==> config.mk <==
export PLATFORM = sky130hd
export DESIGN_NAME = reg_file_wb
export DESIGN_NICKNAME = d
export VERILOG_FILES = /design/src/rtl/alu16_pkg.sv /design/src/rtl/reg_array8x16.sv /design/src/rtl/reg_file_wb.sv
export SDC_FILE = /design/constraint.sdc
export NUM_CORES = 1
export LEC_CHECK = 0
export CORE_UTILIZATION = 63
export DETAILED_ROUTE_END_ITERATION = 8
export GPL_ROUTABILITY_DRIVEN = 1
export PLACE_DENSITY_LB_ADDON = 0.3
export SETUP_SLACK_MARGIN = 0.1
export SLEW_MARGIN = 20
export SYNTH_ARGS = -nofsm -noshare
export SYNTH_HDL_FRONTEND = slang
export SYNTH_HIERARCHICAL = 1
export SYNTH_SLANG_ARGS = --single-unit
==> constraint.sdc <==
create_clock -name clk -period 5.9 [get_ports clk]
set_input_delay 1.18 -clock clk [delete_from_list [all_inputs] [get_ports clk]]
set_output_delay 1.18 -clock clk [all_outputs]
set_load 0.01 [all_outputs]
==> src/rtl/alu16_pkg.sv <==
// Shared constants for the 16-bit ALU datapath: widths, flag positions, op codes.
package alu16_pkg;

   localparam int unsigned DATA_W   = 16;
   localparam int unsigned NUM_REGS = 8;
   localparam int unsigned AW       = 3;

   // Bit positions of the status flags inside the {N,Z,C} flag word
   localparam int unsigned FLAG_N = 2;
   localparam int unsigned FLAG_Z = 1;
   localparam int unsigned FLAG_C = 0;

   typedef enum logic [2:0] {
      OP_ADD = 3'd0,
      OP_SUB = 3'd1,
      OP_AND = 3'd2,
      OP_OR  = 3'd3,
      OP_XOR = 3'd4,
      OP_SHL = 3'd5,
      OP_SHR = 3'd6,
      OP_MOV = 3'd7
   } alu_op_t;

endpackage

==> src/rtl/reg_array8x16.sv <==
// Register storage: one synchronous write port, two combinational read ports,
// register 0 hardwired to zero (no storage behind it).
module reg_array8x16 #(
   parameter int unsigned DATA_W   = alu16_pkg::DATA_W,
   parameter int unsigned NUM_REGS = alu16_pkg::NUM_REGS,
   parameter int unsigned AW       = alu16_pkg::AW
) (
   input  logic              clk,
   input  logic              reset_n,
   input  logic              we,
   input  logic [AW-1:0]     waddr,
   input  logic [DATA_W-1:0] wdata,
   input  logic [AW-1:0]     raddr_a,
   output logic [DATA_W-1:0] rdata_a,
   input  logic [AW-1:0]     raddr_b,
   output logic [DATA_W-1:0] rdata_b
);

   import alu16_pkg::*;

   logic [DATA_W-1:0] mem [1:NUM_REGS-1];

   // Storage update; address 0 matches no entry so its writes vanish
   always_ff @(posedge clk or negedge reset_n) begin
      if (!reset_n) begin
         for (int i = 1; i < int'(NUM_REGS); i++) mem[i] <= '0;
      end else begin
         for (int i = 1; i < int'(NUM_REGS); i++) begin
            if (we && (waddr == AW'(i))) mem[i] <= wdata;
         end
      end
   end

   // Read port A; address 0 or unpopulated addresses return zero
   always_comb begin
      rdata_a = '0;
      for (int i = 1; i < int'(NUM_REGS); i++) begin
         if (raddr_a == AW'(i)) rdata_a = mem[i];
      end
   end

   // Read port B; same decoding as port A
   always_comb begin
      rdata_b = '0;
      for (int i = 1; i < int'(NUM_REGS); i++) begin
         if (raddr_b == AW'(i)) rdata_b = mem[i];
      end
   end

endmodule

==> src/rtl/reg_file_wb.sv <==
// Write-back stage: one-entry pipeline register in front of the register file,
// valid/ready handshake with stall, and operand forwarding from the pending result.
module reg_file_wb #(
   parameter int unsigned DATA_W   = alu16_pkg::DATA_W,
   parameter int unsigned NUM_REGS = alu16_pkg::NUM_REGS,
   parameter int unsigned AW       = alu16_pkg::AW
) (
   input  logic              clk,
   input  logic              reset_n,
   input  logic              in_valid,
   output logic              in_ready,
   input  logic [DATA_W-1:0] Y,
   input  logic              N,
   input  logic              Z,
   input  logic              C,
   input  logic [AW-1:0]     w_addr,
   input  logic              w_en,
   input  logic              flag_en,
   input  logic              stall,
   input  logic [AW-1:0]     r_addr,
   input  logic [AW-1:0]     s_addr,
   output logic [DATA_W-1:0] R,
   output logic [DATA_W-1:0] S,
   output logic [2:0]        flags,
   output logic              busy
);

   import alu16_pkg::*;

   typedef struct packed {
      logic              valid;
      logic [DATA_W-1:0] data;
      logic [AW-1:0]     addr;
      logic              we;
      logic              fe;
      logic              n;
      logic              z;
      logic              c;
   } pipe_t;

   pipe_t             p;
   logic              transfer;
   logic              commit;
   logic              rf_we;
   logic [DATA_W-1:0] rf_r;
   logic [DATA_W-1:0] rf_s;

   // Handshake: accept unless a pending result is held by stall
   always_comb begin
      in_ready = !(p.valid && stall);
      transfer = in_valid && in_ready;
      commit   = p.valid && !stall;
      rf_we    = commit && p.we;
   end

   // Pipeline register: reload on transfer (covers commit+transfer), clear on bare commit
   always_ff @(posedge clk or negedge reset_n) begin
      if (!reset_n) begin
         p <= '0;
      end else if (transfer) begin
         p.valid <= 1'b1;
         p.data  <= Y;
         p.addr  <= w_addr;
         p.we    <= w_en;
         p.fe    <= flag_en;
         p.n     <= N;
         p.z     <= Z;
         p.c     <= C;
      end else if (commit) begin
         p.valid <= 1'b0;
      end
   end

   // Committed status flags
   always_ff @(posedge clk or negedge reset_n) begin
      if (!reset_n) begin
         flags <= '0;
      end else if (commit && p.fe) begin
         flags[FLAG_N] <= p.n;
         flags[FLAG_Z] <= p.z;
         flags[FLAG_C] <= p.c;
      end
   end

   reg_array8x16 #(
      .DATA_W   (DATA_W),
      .NUM_REGS (NUM_REGS),
      .AW       (AW)
   ) u_regs (
      .clk     (clk),
      .reset_n (reset_n),
      .we      (rf_we),
      .waddr   (p.addr),
      .wdata   (p.data),
      .raddr_a (r_addr),
      .rdata_a (rf_r),
      .raddr_b (s_addr),
      .rdata_b (rf_s)
   );

   // Operand forwarding from the pending result; register 0 never forwards
   always_comb begin
      R = rf_r;
      S = rf_s;
      if (p.valid && p.we && (p.addr == r_addr) && (r_addr != '0)) R = p.data;
      if (p.valid && p.we && (p.addr == s_addr) && (s_addr != '0)) S = p.data;
   end

   assign busy = p.valid;

endmodule

# Word level (Yosys, flattened, before mapping)
# Cells that the tools add are included.
# totals
ff_bits	140
latchBits	0
mem_bits_rw	0
romBits	0
input_bits	34
out_inout_bits	37
elab_cells	79
memories	0
# op_classes
n_addsub	0
mul	0
div_mod_pow	0
order_cmp	0
eq_ne	23
shifts	0
mux	18
bitwise	0
n_reduce_logical	22
# ops
operator	n
16-bit two-way mux	16
3-bit equality test (second input constant)	12
3-bit by 2-bit equality test with 1-bit output (second input constant)	6
1-bit logical AND	17
3-bit by 1-bit equality test with 1-bit output (second input constant)	3
3-bit equality test	2
3-bit nonzero test	2
1-bit logical NOT	2
1-bit two-way mux	2
2-bit nonzero test	1

# Depth between registers and ports, before layout
# depth
word_depth	9
mapped_depth	8
mapped_depth_nobuf	5

# Modules after synthesis
# The synthesis kept the hierarchy.
# by_module_without_submodules
mod	n_inst	cells_each	area_per_inst_um2	seq_area_each_um2
reg_array8x16	1	531	6366.1	2802.7
reg_file_wb	1	111	1551.5	700.7

# Worst setup path before layout
# No wires, ideal clock.
# synth_timing
path_kind	in2out
startpoint	input s_addr[1]
endpoint	output S[14]
arrival_time_ns	2.412
t_required_ns	4.720
slack_ns	2.308
path_stages	5
path_buffers	1
cell_sequence	or2_2 > a21oi_2 > a2111oi_4 > buf_6 > mux2_1
# synth_via
elab_chain_len	9
elab_cells_between_ends	19
classes_between	eq/ne: 8; mux: 8; reduce/logical: 3
# synth_lines
item	line	rtl
from (decl)	reg_file_wb.sv:21	input logic [AW-1:0] s_addr,
3-bit by 1-bit equality test with 1-bit output	reg_array8x16.sv:46	if (raddr_b == AW'(i)) rdata_b = mem[i];
16-bit two-way mux (7 in a row)	reg_array8x16.sv:46	
16-bit two-way mux *	reg_file_wb.sv:106	if (p.valid && p.we && (p.addr == s_addr) && (s_addr != '0)) S = p.data;
to (decl)	reg_file_wb.sv:23	output logic [DATA_W-1:0] S,
# Mark *: on every way between the ends. The rest lies on a longest branch, timed or not.

# Worst setup path after layout
# layout_timing
startpoint	input s_addr[1]
endpoint	output S[12]
# layout_via
elab_chain_len	9
elab_cells_between_ends	19
classes_between	eq/ne: 8; mux: 8; reduce/logical: 3
# layout_lines
item	line	rtl
3-bit by 1-bit equality test with 1-bit output	reg_array8x16.sv:46	
16-bit two-way mux (6 in a row)	reg_array8x16.sv:46	
16-bit two-way mux *	reg_array8x16.sv:46	
via rf_s[12]	reg_file_wb.sv:46	logic [DATA_W-1:0] rf_s;
16-bit two-way mux *	reg_file_wb.sv:106	
# The timed path passes the listed nets; every way through them passes the cells marked *.

==> qor.json <==
{
  "clk_root_buf": {"value": "sky130_fd_sc_hd__clkbuf_16"},
  "share_of_the_yosys_chip_area_belonging_to_registers": {"value": 0.4425},
  "layoutNonFillerInstCount": {"value": 872},
  "timing.critical_path.max_delay_family": {"value": "buffers and inverters"},
  "clock_tree.htree_level_count": {"value": 4},
  "rsz0062_at_grt": {"value": "no"},
  "crit_arrival": {"value": 3.95, "unit": "ns"},
  "slowest_stage": {"value": "sky130_fd_sc_hd__clkdlybuf4s50_1"},
  "cp_cell_sequence": {"value": "clkdlybuf4s50_1, buf_4, and2b_4, a221o_1, a22o_1, mux2_2, clkdlybuf4s50_1"},
  "cts_repair_resize_count": {"value": 0},
  "p_leak": {"value": 4.057, "unit": "nW"},
  "place_hpwl": {"value": 12800, "unit": "um"},
  "timing.hold.ws": {"value": 0.5069, "unit": "ns"},
  "final_max_slew_viol_count": {"value": 0},
  "achievable-frequency": {"value": 0.1949, "unit": "GHz"},
  "route.vias.total": {"value": 5958},
  "critPathLaunchType": {"value": "input pin"},
  "nets": {"value": 727},
  "finalCoreUtilization": {"value": 0.7613},
  "netlist_instances": {"value": 642},
  "count_of_state_elements_after_synthesis": {"value": 140},
  "detail-route-antenna-nets": {"value": 0},
  "max_stage_delay": {"value": 0.51, "unit": "ns"},
  "post_cts_hold_buffer_count": {"value": 0},
  "remaining_drc_errors": {"value": 0},
  "number_of_cells_in_the_design_after_placement": {"value": 842},
  "grt_max_degree": {"value": 79},
  "min_path_type": {"value": "reg2reg"},
  "clkPwrFrac": {"value": 0.279},
  "timing.final.hold_violations": {"value": 0},
  "worstPathMaxFanout": {"value": 40},
  "place_ws": {"value": 0.8380, "unit": "ns"},
  "worstPathRequired": {"value": 4.72, "unit": "ns"},
  "core_area": {"value": 12110, "unit": "um^2"},
  "yosysWarningCount": {"value": 6},
  "filler_cell_count": {"value": 818},
  "period_needed": {"value": 5.130, "unit": "ns"},
  "die_w": {"value": 114.1, "unit": "um"},
  "cp_num_buf_inv": {"value": 3},
  "postCtsSetupRepairBufs": {"value": 0},
  "routabilityCongestion": {"value": 0.8888},
  "fp.dieArea": {"value": 13020, "unit": "um^2"},
  "first_global_vias": {"value": 6227},
  "detailedRoute.firstIterationViolations": {"value": 633},
  "post_synth_num_cell_types": {"value": 51},
  "power.switching": {"value": 1.218, "unit": "mW"},
  "synth_fp_nets": {"value": 676},
  "floorplan.io_pins": {"value": 71},
  "finished_cell_area": {"value": 9220, "unit": "um^2"},
  "cp-end-kind": {"value": "primary output"},
  "detailedRoute.firstPassIterationCount": {"value": 5},
  "cpMostUsedCell": {"value": "sky130_fd_sc_hd__clkdlybuf4s50_1"},
  "share_seq_of_total_power": {"value": 0.433},
  "clkTransAtPathRegs": {"value": 0.06, "unit": "ns"},
  "io_buffers": {"value": 70},
  "fin_crit_sh": {"value": 0.8694},
  "worst_pin_slew": {"value": 1.038, "unit": "ns"},
  "mostFrequentLayoutCell": {"value": "sky130_fd_sc_hd__dfrtp_1"},
  "route.detailed.vias_per_inst": {"value": 6.833},
  "asyncSetResetFlopFracSynth": {"value": 1.000},
  "synth_area_per_cell": {"value": 12.33, "unit": "um^2"},
  "placed_cell_area": {"value": 8606, "unit": "um^2"},
  "commonest_cells_after_routing_fill_and_taps_aside": {"value": "140 x sky130_fd_sc_hd__dfrtp_1, 106 x sky130_fd_sc_hd__mux2_2, 80 x sky130_fd_sc_hd__mux2_1, 67 x sky130_fd_sc_hd__clkdlybuf4s50_1, 31 x sky130_fd_sc_hd__nand2_1"},
  "insertedDiodeCount": {"value": 0},
  "irDropWorstVdd": {"value": 294.1, "unit": "uV"},
  "p_comb_frac": {"value": 0.287},
  "globalRouteOverflowTotal": {"value": 0},
  "cts_tree": {"value": "built"},
  "numCtsBuffers": {"value": 17},
  "rows": {"value": 40},
  "power.share.switching": {"value": 0.3044},
  "floorplan.initialDensity": {"value": 0.6537},
  "run_status": {"value": "finished, final reports clean"},
  "grt.total_usage": {"value": 0.3455},
  "insertion_delay": {"value": 0.42, "unit": "ns"},
  "max-cap-violations": {"value": 0},
  "final.setup.worst_slack": {"value": 0.7704, "unit": "ns"},
  "number_of_synthesized_flops_with_an_enable_pin": {"value": 0},
  "remaining_max_slew_budget_at_the_tightest_pin": {"value": 0.3060},
  "timing_worst_setup_path_type": {"value": "in2out"},
  "final_layout_size_suffix_gt1_frac": {"value": 0.2599},
  "setup-violations-final": {"value": 0},
  "route.final.wire_length": {"value": 20740, "unit": "um"},
  "tritoncts_num_sinks": {"value": 140},
  "postSynth.topFlopCell": {"value": "sky130_fd_sc_hd__dfrtp_1"},
  "grt_pass1_wl": {"value": 33580, "unit": "um"},
  "die_height": {"value": 114.1, "unit": "um"},
  "layout-area-overhead-vs-synth": {"value": 16.45, "unit": "%"},
  "grt_antenna_before_repair": {"value": 0},
  "cts_buffer_depth": {"value": 2},
  "finalClockSkew": {"value": 0.005230, "unit": "ns"},
  "total_power": {"value": 4.001, "unit": "mW"},
  "power_density": {"value": 433.9, "unit": "nW/um^2"},
  "synth.cell_area": {"value": 7918, "unit": "um^2"},
  "wire_per_inst": {"value": 23.79, "unit": "um"},
  "cell_internal_pwr": {"value": 2.783, "unit": "mW"},
  "setup-tns-final": {"value": 0, "unit": "ns"}
}
## cell type report
cell class / instances / area [um^2] / share of cell area
flip-flops and latches: 140 / 3503 / 0.3800
clock inverters: 8 / 140.1 / 0.01520
multi-input cells: 444 / 4056 / 0.4400
inverters: 5 / 18.77 / 0.002036
well taps: 168 / 210.2 / 0.02280
repair buffers: 85 / 817.0 / 0.08861
clock buffers: 22 / 474.2 / 0.05143
## sequential cells by signal, indices dropped and copies added, names as in the netlist
| signal | cells |
|---|---|
| flags | 3 |
| u_regs/mem | 112 |
| busy | 1 |
| p | 24 |
## synth_stat cells (6+ instances only)
cell                          n  area [um^2]
sky130_fd_sc_hd__o21ai_0     12        60.06
sky130_fd_sc_hd__a2bb2oi_1    6        52.55
sky130_fd_sc_hd__nand2_1     31        116.4
sky130_fd_sc_hd__nor2_1      13        48.80
sky130_fd_sc_hd__a22o_1      21        183.9
sky130_fd_sc_hd__o211ai_1    10        75.07
sky130_fd_sc_hd__buf_4        9        67.56
sky130_fd_sc_hd__a22o_2       9        90.09
sky130_fd_sc_hd__dfrtp_1    140         3503
sky130_fd_sc_hd__nor2b_1     14        87.58
sky130_fd_sc_hd__a221o_1     20        200.2
sky130_fd_sc_hd__mux2_1      80        900.9
sky130_fd_sc_hd__clkbuf_1     8        30.03
sky130_fd_sc_hd__buf_2       25        125.1
sky130_fd_sc_hd__mux2i_1     22        220.2
sky130_fd_sc_hd__a21oi_1     30        150.1
sky130_fd_sc_hd__mux2_2     106         1194
sky130_fd_sc_hd__o22ai_1      7        43.79
sky130_fd_sc_hd__a221oi_1    15        131.4
sky130_fd_sc_hd__buf_6       10        112.6
## layer usage
layer / vias to the layer above / global-route usage / wire length (um)
met5: - / 0 / 0
met4: 0 / 0.1550 / 673
met3: 82 / 0.08258 / 1785
met2: 351 / 0.5455 / 9959
met1: 2983 / 0.4558 / 8323
li1: 2542 / - / -
## power groups by stage
stage          clock network [mW]  registers [mW]  logic [mW]
2_1_floorplan                   0            1.59       0.823
3_3_place_gp                    0            1.69        1.09
3_5_place_dp                    0            1.72        1.14
4_1_cts                      1.13            1.72        1.15
5_1_grt                      1.18            1.78        1.24
6_report                     1.12            1.73        1.15
## final timing paths
check                          start               to  slack, ns  cells past startpoint
min in group asynchronous    reset_n   u_regs/mem[42]       0.79                      1
max reg2reg                     busy   u_regs/mem[51]       3.18                      5
min reg2reg                 flags[1]         flags[1]       0.51                      1
max in group asynchronous    reset_n  u_regs/mem[105]       3.76                      2
max                        s_addr[1]            S[12]       0.77                      7
min                         flags[1]         flags[1]       0.51                      1
## kinds of logic (layout without fill, tap and decap cells)
logic type	Yosys count	after routing	share of synthesized area
compound gates	147	147	0.1455
xor+xnor	4	4	0.004426
mux	211	211	0.2999
buf+inv	58	120	0.04520
simple gates	82	82	0.06242
flops	140	140	0.4425
Note: power is estimated with default switching activity, not from simulation.
